<file path="config.mk">
export PLATFORM = sky130hd
export DESIGN_NAME = gradient_frame_sequencer
export DESIGN_NICKNAME = d
export VERILOG_FILES = /design/src/rtl/gradient_seq_pkg.sv /design/src/rtl/pixel_coord_delay.sv /design/src/rtl/gradient_frame_sequencer.sv
export SDC_FILE = /design/constraint.sdc
export NUM_CORES = 1
export LEC_CHECK = 0
export CORE_MARGIN = 1
export CORE_UTILIZATION = 35
export DETAILED_ROUTE_END_ITERATION = 16
export GPL_TIMING_DRIVEN = 0
export PLACE_DENSITY_LB_ADDON = 0.05
export SLEW_MARGIN = 15
export SYNTH_ARGS = -nofsm -noshare
export SYNTH_HDL_FRONTEND = slang
export SYNTH_SLANG_ARGS = --single-unit
</file>
<file path="constraint.sdc">
create_clock -name clk -period 2.79 [get_ports clk]
set_clock_uncertainty 0.2 [all_clocks]
set_input_delay 0.4185 -clock clk [delete_from_list [all_inputs] [get_ports clk]]
set_output_delay 0.4185 -clock clk [all_outputs]
set_load 0.02 [all_outputs]
</file>
<file path="src/rtl/gradient_seq_pkg.sv">
// Shared types and constants for the gradient frame sequencer.
// Holds the FSM encoding, coordinate widths and the pipeline bundle.
package gradient_seq_pkg;

    localparam int COORD_X_W = 10;
    localparam int COORD_Y_W = 9;

    typedef enum logic [1:0] {
        IDLE,
        STREAM,
        DRAIN,
        DONE
    } seq_state_t;

    typedef struct packed {
        logic                 valid;
        logic [COORD_X_W-1:0] x;
        logic [COORD_Y_W-1:0] y;
    } coord_t;

    // Two line buffers plus a small margin for the memory and compute stages.
    function automatic int default_drain(input int width);
        return 2 * width + 8;
    endfunction

endpackage

</file>
<file path="src/rtl/pixel_coord_delay.sv">
// Delays the issued-read coordinates so they line up with frame-buffer data.
// A flush clears every stage so no stale pixel leaks out after an abort.
module pixel_coord_delay
    import gradient_seq_pkg::*;
#(
    parameter int LATENCY = 1
) (
    input  logic                 clk,
    input  logic                 rst,
    input  logic                 flush_i,
    input  logic                 valid_i,
    input  logic [COORD_X_W-1:0] x_i,
    input  logic [COORD_Y_W-1:0] y_i,
    output logic                 valid_o,
    output logic [COORD_X_W-1:0] x_o,
    output logic [COORD_Y_W-1:0] y_o
);

    coord_t stage_q [LATENCY];
    coord_t in_d;

    always_comb begin
        in_d       = '0;
        in_d.valid = valid_i;
        in_d.x     = x_i;
        in_d.y     = y_i;
    end

    always_ff @(posedge clk) begin
        if (rst || flush_i) begin
            for (int i = 0; i < LATENCY; i++) begin
                stage_q[i] <= '0;
            end
        end else begin
            stage_q[0] <= in_d;
            for (int i = 1; i < LATENCY; i++) begin
                stage_q[i] <= stage_q[i-1];
            end
        end
    end

    assign valid_o = stage_q[LATENCY-1].valid;
    assign x_o     = stage_q[LATENCY-1].x;
    assign y_o     = stage_q[LATENCY-1].y;

endmodule

</file>
<file path="src/rtl/gradient_frame_sequencer.sv">
// Frame-level raster scan controller with ping-pong bank pointer,
// drain timer, completion pulse and gradient output counting.
module gradient_frame_sequencer
    import gradient_seq_pkg::*;
#(
    parameter int WIDTH        = 320,
    parameter int HEIGHT       = 240,
    parameter int ADDR_WIDTH   = 17,
    parameter int MEM_LATENCY  = 1,
    parameter int DRAIN_CYCLES = default_drain(WIDTH)
) (
    input  logic                  clk,
    input  logic                  rst,
    input  logic                  start,
    input  logic                  abort,
    input  logic                  pixel_en,
    output logic                  rd_en,
    output logic [ADDR_WIDTH-1:0] rd_addr,
    output logic                  curr_bank,
    output logic                  pixel_valid,
    output logic [COORD_X_W-1:0]  pixel_x,
    output logic [COORD_Y_W-1:0]  pixel_y,
    input  logic                  grad_valid,
    output logic                  busy,
    output logic                  done,
    output logic [15:0]           frame_count,
    output logic [ADDR_WIDTH-1:0] grad_count
);

    localparam int DRAIN_W = $clog2(DRAIN_CYCLES + 2);

    localparam logic [COORD_X_W-1:0] X_LAST =
        COORD_X_W'(WIDTH - 1);
    localparam logic [ADDR_WIDTH-1:0] A_LAST =
        ADDR_WIDTH'(WIDTH * HEIGHT - 1);
    localparam logic [DRAIN_W-1:0] DRAIN_LOAD =
        DRAIN_W'(DRAIN_CYCLES);
    localparam logic [DRAIN_W-1:0] DRAIN_ONE =
        DRAIN_W'(1);

    seq_state_t            state_q, state_d;
    logic [ADDR_WIDTH-1:0] addr_q, addr_d;
    logic [COORD_X_W-1:0]  x_q, x_d;
    logic [COORD_Y_W-1:0]  y_q, y_d;
    logic [DRAIN_W-1:0]    drain_q, drain_d;
    logic                  bank_q, bank_d;
    logic [15:0]           fcnt_q, fcnt_d;
    logic [ADDR_WIDTH-1:0] gcnt_q, gcnt_d;
    logic                  issue;
    logic                  kill;

    assign issue = (state_q == STREAM) && pixel_en;
    assign kill  = abort && (state_q != IDLE);

    always_comb begin
        state_d = state_q;
        addr_d  = addr_q;
        x_d     = x_q;
        y_d     = y_q;
        drain_d = drain_q;
        bank_d  = bank_q;
        fcnt_d  = fcnt_q;
        gcnt_d  = gcnt_q;

        if (busy && grad_valid) begin
            gcnt_d = gcnt_q + 1'b1;
        end

        if (kill) begin
            state_d = IDLE;
        end else begin
            case (state_q)
                IDLE: begin
                    if (start && !abort) begin
                        state_d = STREAM;
                        addr_d  = '0;
                        x_d     = '0;
                        y_d     = '0;
                        gcnt_d  = '0;
                    end
                end
                STREAM: begin
                    if (issue) begin
                        addr_d = addr_q + 1'b1;
                        if (x_q == X_LAST) begin
                            x_d = '0;
                            y_d = y_q + 1'b1;
                        end else begin
                            x_d = x_q + 1'b1;
                        end
                        if (addr_q == A_LAST) begin
                            state_d = DRAIN;
                            drain_d = DRAIN_LOAD;
                        end
                    end
                end
                DRAIN: begin
                    // Leave on the last counted drain cycle.
                    if (drain_q <= DRAIN_ONE) begin
                        state_d = DONE;
                    end else begin
                        drain_d = drain_q - 1'b1;
                    end
                end
                DONE: begin
                    state_d = IDLE;
                    bank_d  = ~bank_q;
                    fcnt_d  = fcnt_q + 1'b1;
                end
                default: begin
                    state_d = IDLE;
                end
            endcase
        end
    end

    always_ff @(posedge clk) begin
        if (rst) begin
            state_q <= IDLE;
            addr_q  <= '0;
            x_q     <= '0;
            y_q     <= '0;
            drain_q <= '0;
            bank_q  <= 1'b0;
            fcnt_q  <= '0;
            gcnt_q  <= '0;
        end else begin
            state_q <= state_d;
            addr_q  <= addr_d;
            x_q     <= x_d;
            y_q     <= y_d;
            drain_q <= drain_d;
            bank_q  <= bank_d;
            fcnt_q  <= fcnt_d;
            gcnt_q  <= gcnt_d;
        end
    end

    pixel_coord_delay #(
        .LATENCY (MEM_LATENCY)
    ) u_delay (
        .clk     (clk),
        .rst     (rst),
        .flush_i (kill),
        .valid_i (issue),
        .x_i     (x_q),
        .y_i     (y_q),
        .valid_o (pixel_valid),
        .x_o     (pixel_x),
        .y_o     (pixel_y)
    );

    assign rd_en       = issue;
    assign rd_addr     = addr_q;
    assign curr_bank   = bank_q;
    assign busy        = (state_q != IDLE);
    assign done        = (state_q == DONE);
    assign frame_count = fcnt_q;
    assign grad_count  = gcnt_q;

endmodule

</file>
=== Word level (Yosys, flattened, before mapping) ===
Memory sizes are Yosys's and may differ from the RTL's.
Index checks and enable logic that the tools add are counted.

* Memories kept: 1
* Flip-flop bits (word level): 82
* Output and inout bits: 74
* Memory bits (writable): 20
* Input bits: 6
* Logic and storage cells: 75

* Add/subtract/negate cells: 6
* Order comparisons: 1
* Reduce and logical (&&, ||, !) cells: 17
* Bitwise logic cells: 2
* Equal/unequal tests: 11
* Multiplexer cells: 29

{| class="wikitable"
|+ Memory list
! name !! depth !! width !! read ports !! clocked after Yosys merged registers in !! wr ports !! line !! source
|-
| u_delay.stage_q || 1 || 20 || 1 || 0 || 1 || pixel_coord_delay.sv:19 || <nowiki>coord_t stage_q [LATENCY];</nowiki>
|}

{| class="wikitable"
|+ Operator list
! operator !! number
|-
| 2-to-1 mux 17 bit || 6
|-
| 2-to-1 mux 10 bit || 6
|-
| case mux 10 bit (2 select lines) || 2
|-
| adder 17 x 1 -> 17 bit, second input constant || 2
|-
| case mux 17 bit (2 select lines) || 1
|-
| 2-to-1 mux 9 bit || 3
|-
| 2-to-1 mux 20 bit || 1
|-
| OR reduction 20 bit || 1
|-
| case mux 9 bit (2 select lines) || 1
|-
| == test 17 bit, second input constant || 1
|-
| adder 16 x 1 -> 16 bit, second input constant || 1
|-
| adder 10 x 1 -> 10 bit, second input constant || 1
|-
| == test 10 x 9 -> 1 bit, second input constant || 1
|-
| <= comparator 10 x 1 -> 1 bit, second input constant || 1
|-
| AND reduction 5 bit || 2
|-
| subtractor 10 x 1 -> 10 bit, second input constant || 1
|-
| adder 9 x 1 -> 9 bit, second input constant || 1
|-
| 2-to-1 mux 2 bit || 4
|-
| != test 2 bit, second input constant || 4
|-
| case mux 2 bit (4 select lines) || 1
|-
| AND reduction 4 bit || 2
|-
| nonzero test 2 bit || 3
|-
| == test 2 bit, second input constant || 2
|-
| logical AND 1 bit || 4
|-
| 9 further kinds || 14
|}

=== Depth between registers and ports, before layout ===
Gate-level depths: netlist (run 1).

* Depth in word-level cells: 6
* Depth in mapped cells: 9
* Depth with buffers taken out: 7

=== Modules after synthesis ===
Synthesis (run 1) repeated with hierarchy kept, for this count alone.

* Cell total of the unflattened synthesis: 523
* Area, all modules: 4805.9 um^2

{| class="wikitable"
|+ Modules (own cells, without submodules)
! module !! instances !! area each (um^2) !! cells an instance
|-
| gradient_frame_sequencer || 1 || 4105.2 || 479
|-
| pixel_coord_delay || 1 || 700.7 || 44
|}

=== Worst setup path after synthesis (run 1) ===
No wires, ideal clock.

* Kind: reg2reg
* Start: register addr_q[0] (netlist: rd_addr[0])
* End: register drain_q[6]
* Period minus slack after synthesis: 2415 ps
* Arrival time: 2085 ps
* Slack: 375 ps
* Setup time: 131 ps
* Stages on the path, launching flop included: 8
* Buffers on the path: 1
* Cells stage by stage: dfxtp_1 > ha_1 > nand2_1 > or4_4 > o31a_1 > buf_2 > o311ai_1 > o31ai_1

* Word-level cells in the longest chain between the ends: 3

{| class="wikitable"
|+ Ends and longest elaborated chain
! what !! line !! source
|-
| start: declaration || gradient_frame_sequencer.sv:42 || <nowiki>logic [ADDR_WIDTH-1:0] addr_q, addr_d;</nowiki>
|-
| start signal: assignment || gradient_frame_sequencer.sv:129 || <nowiki>addr_q <= addr_d;</nowiki>
|-
| == test 17 bit || gradient_frame_sequencer.sv:91 || <nowiki>if (addr_q == A_LAST) begin</nowiki>
|-
| != test 2 x 1 -> 1 bit (no line) || n/a ||
|-
| AND reduction 5 bit (no line) || n/a ||
|-
| end signal: assignment || gradient_frame_sequencer.sv:132 || <nowiki>drain_q <= drain_d;</nowiki>
|-
| end: declaration || gradient_frame_sequencer.sv:45 || <nowiki>logic [DRAIN_W-1:0] drain_q, drain_d;</nowiki>
|}

Every way passes these cells.
A chain may end at the register's enable or synchronous reset.

=== Worst setup path in the final report (run 1) ===
* Start: register addr_q[0] (netlist: rd_addr[0])
* End: register drain_q[3]

Same word-level chain as after synthesis.

==> results of run 1 <==
[per-layer routing]
metal,wire (µm),vias to the layer above,global-route usage (%)
met5,0,-,0
met4,144,0,5.54
met3,582,10,5.64
met2,4840,79,27.2
met1,5110,1785,21.6
li1,-,1956,-
[kinds of logic (layout without fill, tap and decap cells)]
| group | count (synthesis) | count (layout) |
|---|---|---|
| xor+xnor | 53 | 53 |
| simple gates | 239 | 239 |
| fa+ha+maj | 11 | 11 |
| flops | 102 | 102 |
| buf+inv | 32 | 124 |
| mux | 3 | 3 |
| compound gates | 63 | 63 |
[flip-flops by register name (all words and copies together) (netlist names)]
signal	cells
x_q	10
grad_count	17
drain_q	10
rd_addr	17
y_q	9
state_q	2
curr_bank	1
u_delay.stage_q	20
frame_count	16
[final timing paths]
kind	start	end	cells after the start
hold reg to reg	frame_count[15]	frame_count[15]	2
setup / recovery	rd_addr[0]	drain_q[3]	7
hold / removal	frame_count[15]	frame_count[15]	2
setup reg to reg	rd_addr[0]	drain_q[3]	7
[cells in the final DEF, fill, tap and decap left out, types with 2 or more instances in the layout]
cell / Yosys / routed
and3_1: 30 / 30
mux2i_1: 3 / 3
clkbuf_16: 0 / 9
or4_1: 3 / 3
ha_1: 11 / 11
clkbuf_1: 14 / 12
buf_2: 3 / 3
nand2_1: 41 / 41
nand3_1: 25 / 25
xor2_1: 35 / 35
a32o_1: 2 / 2
and4_1: 7 / 7
o31ai_1: 5 / 5
bufinv_16: 0 / 2
and2_1: 3 / 3
clkbuf_2: 0 / 3
a21oi_1: 15 / 15
xnor2_1: 18 / 18
or3_1: 10 / 10
o21ai_1: 4 / 4
o211ai_1: 3 / 3
nand4b_1: 3 / 3
nand4_1: 18 / 18
nor4_1: 10 / 10
o21ai_0: 13 / 13
inv_1: 12 / 12
nor3_1: 11 / 11
dfxtp_1: 102 / 102
clkdlybuf4s50_1: 0 / 78
o31a_1: 2 / 2
nand2b_1: 4 / 4
nor2_1: 64 / 64
nor2b_1: 3 / 3
a31oi_1: 6 / 6
a311oi_1: 4 / 4
[cell usage after synthesis, drive strengths merged (4+ instances only)]
master | n | share of area [%]
a21oi | 15 | 1.7
a311oi | 4 | 0.79
a31oi | 6 | 0.84
and3 | 30 | 4.2
and4 | 7 | 1.4
buf | 5 | 0.59
clkbuf | 14 | 1.2
dfxtp | 102 | 46
ha | 11 | 3.1
inv | 13 | 1.1
nand2 | 41 | 3.5
nand2b | 4 | 0.56
nand3 | 25 | 2.8
nand4 | 18 | 2.5
nor2 | 64 | 5.4
nor3 | 13 | 1.7
nor4 | 10 | 1.4
o21ai | 17 | 1.9
o31ai | 6 | 1.3
or3 | 10 | 1.4
or4 | 4 | 0.76
xnor2 | 18 | 3.5
xor2 | 35 | 6.9
[cell type report]
type | count | area (µm²) | area share (%)
Inverter | 13 | 48.8 | 0.847
Multi-Input combinational cell | 369 | 2300 | 39.9
Timing Repair Buffer | 78 | 781 | 13.5
Clock inverter | 4 | 73.8 | 1.28
Clock buffer | 10 | 229 | 3.97
Sequential cell | 102 | 2040 | 35.4
Tap cell | 168 | 210 | 3.65
Buffer | 19 | 82.6 | 1.43
[worst reg2reg max path, delay by kind of cell, from the launching register on]
kind                     cells  cell delay [ns]
AO/OA/AOI/OAI                2             0.41
adder cells (fa/ha/maj)      1             0.21
buffers and inverters        1             0.19
flip-flops                   1             0.42
AND/OR/NAND/NOR              3             1.02
[power by group]
group          switching, µW  internal (µW)  leakage [µW]
clock network            523            776      0.000148
registers               58.5           1510      0.000822
logic                    506            253       0.00109
total                   1090           2540       0.00206
[repair_timing]
item	4_1_cts	5_1_grt
endpoints found under the setup margin	0	24
endpoints found under the hold margin	0	0
gates resized for setup	0	7
[through the flow]
step	worst slack [ns]	instances	hold slack, ns	util, %	area (µm²)
2_1_floorplan	0.375	503	0.249	-	4460
3_3_place_gp	0.0177	749	0.269	44.6	5450
4_1_cts	0.0669	763	0.283	47.1	5750
6_report	0.199	763	0.282	47.2	5760
3_5_place_dp	-0.0287	749	0.273	44.6	5450
5_1_grt	0.0414	763	0.302	47.2	5760
==> results.txt, run 1 <==
status - complete, no violations
Die ar. - 13200 µm²
Worst Setup Start Kind - flop
Yosys reg bits - 102
Yosys warnings - 0
Final #Nets - 609
largest family of logic cells by synthesized area - simple AND/OR/NAND/NOR gates
GRT overflow - 0
Synth Area in Adders - 3.09%
Antenna Cells - 0
initial antenna violation count - 0
I/O pin count - 80
Inserted Clock Buffers - 9
Pleak - 0.00206 µW
Die H - 115 µm
vias in the first global route - 3605
DRC Markers - 0
min Tclk post-route - 2.59 ns
Final period util - 92.9%
Max clock buf depth - 2
Peak VDD IR - 0.335 mV
hold-fix buffers at CTS - 0
post-synthesis mux area share - 0.673%
CP Capture Type - flop
Top Family by Delay on Critical Path - simple AND/OR/NAND/NOR gates
clock tree sinks - 102
Crit path required time - 2.79 ns
GPL Wtd Cong - 0.781
synthesized instance count - 503
first-iteration detailed-routing DRC count - 190
core area - 12200 µm²
Hold Fails Final Rpt - 0
Worst Hold Class - reg -> reg
Synth Area per Inst - 8.87 µm²
Filler Cell Count - 1267
drt total wl - 10.7 mm
post-synthesis simple-gate area fraction - 27.8%
post-detail-place hpwl - 7.81 mm
Syn Nets - 520
clk slew on worst S/H paths - 0.07 ns
CP bufs+invs - 1
Setup CP Type - reg -> reg
sequential-to-total area share from yosys stat - 45.8%
power density cells - 629 nW/µm²
Pwr Total - 3630 µW
first-pass GRT wire length - 17.5 mm
share of cells above drive strength 1 - 4.71%
Crit-path slowest cell - or4_4
setup violators final - 0
Die W - 115 µm
P&R area growth vs syn - 29.2%
clk_lat worst skew - 0.34 ns
# Post-CTS Setup Buffers - 0
Max Freq - 386 MHz
unrepaired setup endpoints after global routing - no
Critical Path AT - 2.59 ns
ys async rst share - 0%
Synth Area in XOR/XNOR - 10.4%
Port Buffer Count - 78
Pre-antenna DRT Iters - 4
Final Slew Violations - 0
Unique masters post-synth - 49
post-route ant nets - 0
overall routing resource usage - 17.0%
largest net degree at the start of global routing - 16
EDFF count, synth - 0
Worst R2R Setup Slack - 0.20 ns
CP max FO - 10
worst-margin pin slew - 0.778 ns
vias after detailed routing - 3830
Root Driver - clkbuf_16
Clock H-tree levels - 3
Vias/cell - 5.02
crit-path cells - ha_1 > nand2_1 > or4_4 > o31a_1 > buf_2 > nor3_2 > a311oi_1
final setup TNS - 0 ns
top_reg_cell synth - dfxtp_1
post-DR wirelength/cell - 14.0 µm
Rel. slew slack - 47.6%
Initial Util - 36.5%
total of max-cap violations - 0
Rows - 40
Post-Syn Area - 4460 µm²
CTS tree - done
max incr delay on CP - 0.54 ns
Synth Area in Compound Gates - 9.42%
Note: power is estimated with default switching activity, not from simulation.
==> run 2: changes to the inputs <==
MAX_ROUTING_LAYER = met4   (was default)
==> run 2 against run 1 <==
Non-clock buffer count unchanged. Final area stayed put. Largest power group unchanged. Via count up 0.10%. Routed wire length up 0.34%. Core utilization is the same. Sequential power barely moved.
==> results.txt, run 2 (same netlist as run 1, synthesis figures left out) <==
status - complete, no violations
Final period util - 93.1% (+0.26 points)
clock tree sinks - 102 (unchanged)
Logic pwr share - 20.9% (about the same)
largest net degree at the start of global routing - 16 (unchanged)
most used routing layer - met2
min Tclk post-route - 2.60 ns (+0.00733 ns)
CP Capture Type - flop
first-pass GRT wire length - 17.5 mm (about the same)
DRC Markers - 0 (unchanged)
worst setup margin - 0.191 ns (-0.00733 ns)
Setup CP Type - reg -> reg
initial antenna violation count - 0 (unchanged)
power density cells - 629 nW/µm² (about the same)
Pint - 2540 µW (about the same)
Critical Path AT - 2.60 ns (about the same)
hold-fix buffers at CTS - 0 (unchanged)
CTS tree - done
Top Family by Delay on Critical Path - simple AND/OR/NAND/NOR gates
first-iteration detailed-routing DRC count - 188 (-1.1%)
post-CTS sizing - 0 (unchanged)
final setup TNS - 0 ns (unchanged)
Die ar. - 13200 µm² (unchanged)
Pleak - 0.00206 µW (unchanged)
Filler Cell Count - 1267 (unchanged)
Worst Hold Class - reg -> reg
pre-CTS setup slack - -0.0287 ns (unchanged)
most common cell after layout, fill and taps aside - dfxtp_1
I/O pin count - 80 (unchanged)
Max Freq - 385 MHz (-0.28%)
worst-margin pin slew - 0.785 ns (+0.00660 ns)
GRT met1 Usage - 21.9% (+0.23 points)
overall routing resource usage - 17.6% (+0.55 points)
met3 usage - 5.32% (-0.32 points)
max reg flops - 20 (unchanged)
design area - 5760 µm² (unchanged)
CP max FO - 10 (unchanged)
drt total wl - 10.7 mm (+0.34%)
switching part of the total - 30.0% (about the same)
vias in the first global route - 3598 (-0.19%)
core area - 12200 µm² (unchanged)
post-route ant nets - 0 (unchanged)
Clock H-tree levels - 3 (unchanged)
largest register by flop count - u_delay.stage_q
total of max-cap violations - 0 (unchanged)
Root Driver - clkbuf_16
Die H - 115 µm (unchanged)
Port Buffer Count - 78 (unchanged)
Hold Fails Final Rpt - 0 (unchanged)
GR Layer Usage met2 - 27.2% (unchanged)
Antenna Cells - 0 (unchanged)
post-detail-place hpwl - 7.81 mm (unchanged)
Die W - 115 µm (unchanged)
unrepaired setup endpoints after global routing - no
max incr delay on CP - 0.54 ns (about the same)
vias after detailed routing - 3834 (+0.10%)
Final Slew Violations - 0 (unchanged)
Final #Nets - 609 (unchanged)
Initial Util - 36.5% (unchanged)
Max clock buf depth - 2 (unchanged)
crit-path cells - ha_1 > nand2_1 > or4_4 > o31a_1 > buf_2 > nor3_2 > a311oi_1
placed inst area - 5450 µm² (unchanged)
P&R area growth vs syn - 29.2% (unchanged)
Pre-antenna DRT Iters - 5 (+1)
Psw - 1090 µW (+0.13%)
CP bufs+invs - 1 (unchanged)
Peak VDD IR - 0.335 mV (+0.16%)
GPL Wtd Cong - 0.792 (+1.4%)
part of the power in registers - 43.2% (about the same)
Crit path required time - 2.79 ns (about the same)
Inserted Clock Buffers - 9 (unchanged)
GRT overflow - 0 (unchanged)
Vias/cell - 5.02 (+0.10%)
Crit-path slowest cell - or4_4
setup violators final - 0 (unchanged)
Rows - 40 (unchanged)
post-DR wirelength/cell - 14.0 µm (+0.34%)
clk_lat worst skew - 0.35 ns (about the same)
share of cells above drive strength 1 - 4.71% (unchanged)
# Post-CTS Setup Buffers - 0 (unchanged)
most frequent cells in the layout - dfxtp_1 (102), clkdlybuf4s50_1 (78), nor2_1 (64)
Worst Setup Start Kind - flop
clock share of power - 35.8% (about the same)
clk slew on worst S/H paths - 0.07 ns (about the same)
Rel. slew slack - 47.2% (-0.44 points)
## run 2: power by group through the flow
stage	Combinational (µW)	Clock [µW]	Sequential, µW
floorplan	506	0	1600
global placement	742	0	1600
detailed placement	749	0	1600
CTS	755	1340	1570
global route	846	1390	1570
finish	759	1300	1570
## run 2: layer usage
metal / wire length (µm) / vias to the layer above
met5: 0 / -
met4: 156 / 0
met3: 517 / 10
met2: 4810 / 79
met1: 5220 / 1791
li1: - / 1954
## run 2: per-stage QoR
| step | power, µW | std cells | util, % | hold WS, ns |
|---|---|---|---|---|
| after floorplan | 2110 | 503 | - | 0.249 |
| after global placement | 2340 | 749 | 44.6 | 0.269 |
| after detailed placement | 2350 | 749 | 44.6 | 0.273 |
| after CTS | 3670 | 763 | 47.1 | 0.283 |
| after global routing | 3810 | 763 | 47.2 | 0.302 |
| final | 3630 | 763 | 47.2 | 0.282 |
## run 2: path summary, 6_finish.rpt
| path | to | start | slack [ns] | cells past startpoint |
|---|---|---|---|---|
| setup / recovery | drain_q[3] | rd_addr[0] | 0.19 | 7 |
| hold reg to reg | frame_count[15] | frame_count[15] | 0.28 | 2 |
| hold / removal | frame_count[15] | frame_count[15] | 0.28 | 2 |
| setup reg to reg | drain_q[3] | rd_addr[0] | 0.19 | 7 |
## run 2: area by class of cell
cell class | count | area, µm² | area share (%)
Timing Repair Buffer | 78 | 781 | 13.5
Sequential cell | 102 | 2040 | 35.4
Clock inverter | 4 | 73.8 | 1.28
Clock buffer | 10 | 229 | 3.97
Inverter | 13 | 48.8 | 0.847
Tap cell | 168 | 210 | 3.65
Multi-Input combinational cell | 369 | 2300 | 39.9
Buffer | 19 | 82.6 | 1.43
## run 2: worst register-to-register path, cell delays in order (launching register included)
cell	delay (ns)
dfxtp_1	0.42
ha_1	0.21
nand2_1	0.16
or4_4	0.54
o31a_1	0.26
buf_2	0.19
nor3_2	0.32
a311oi_1	0.15
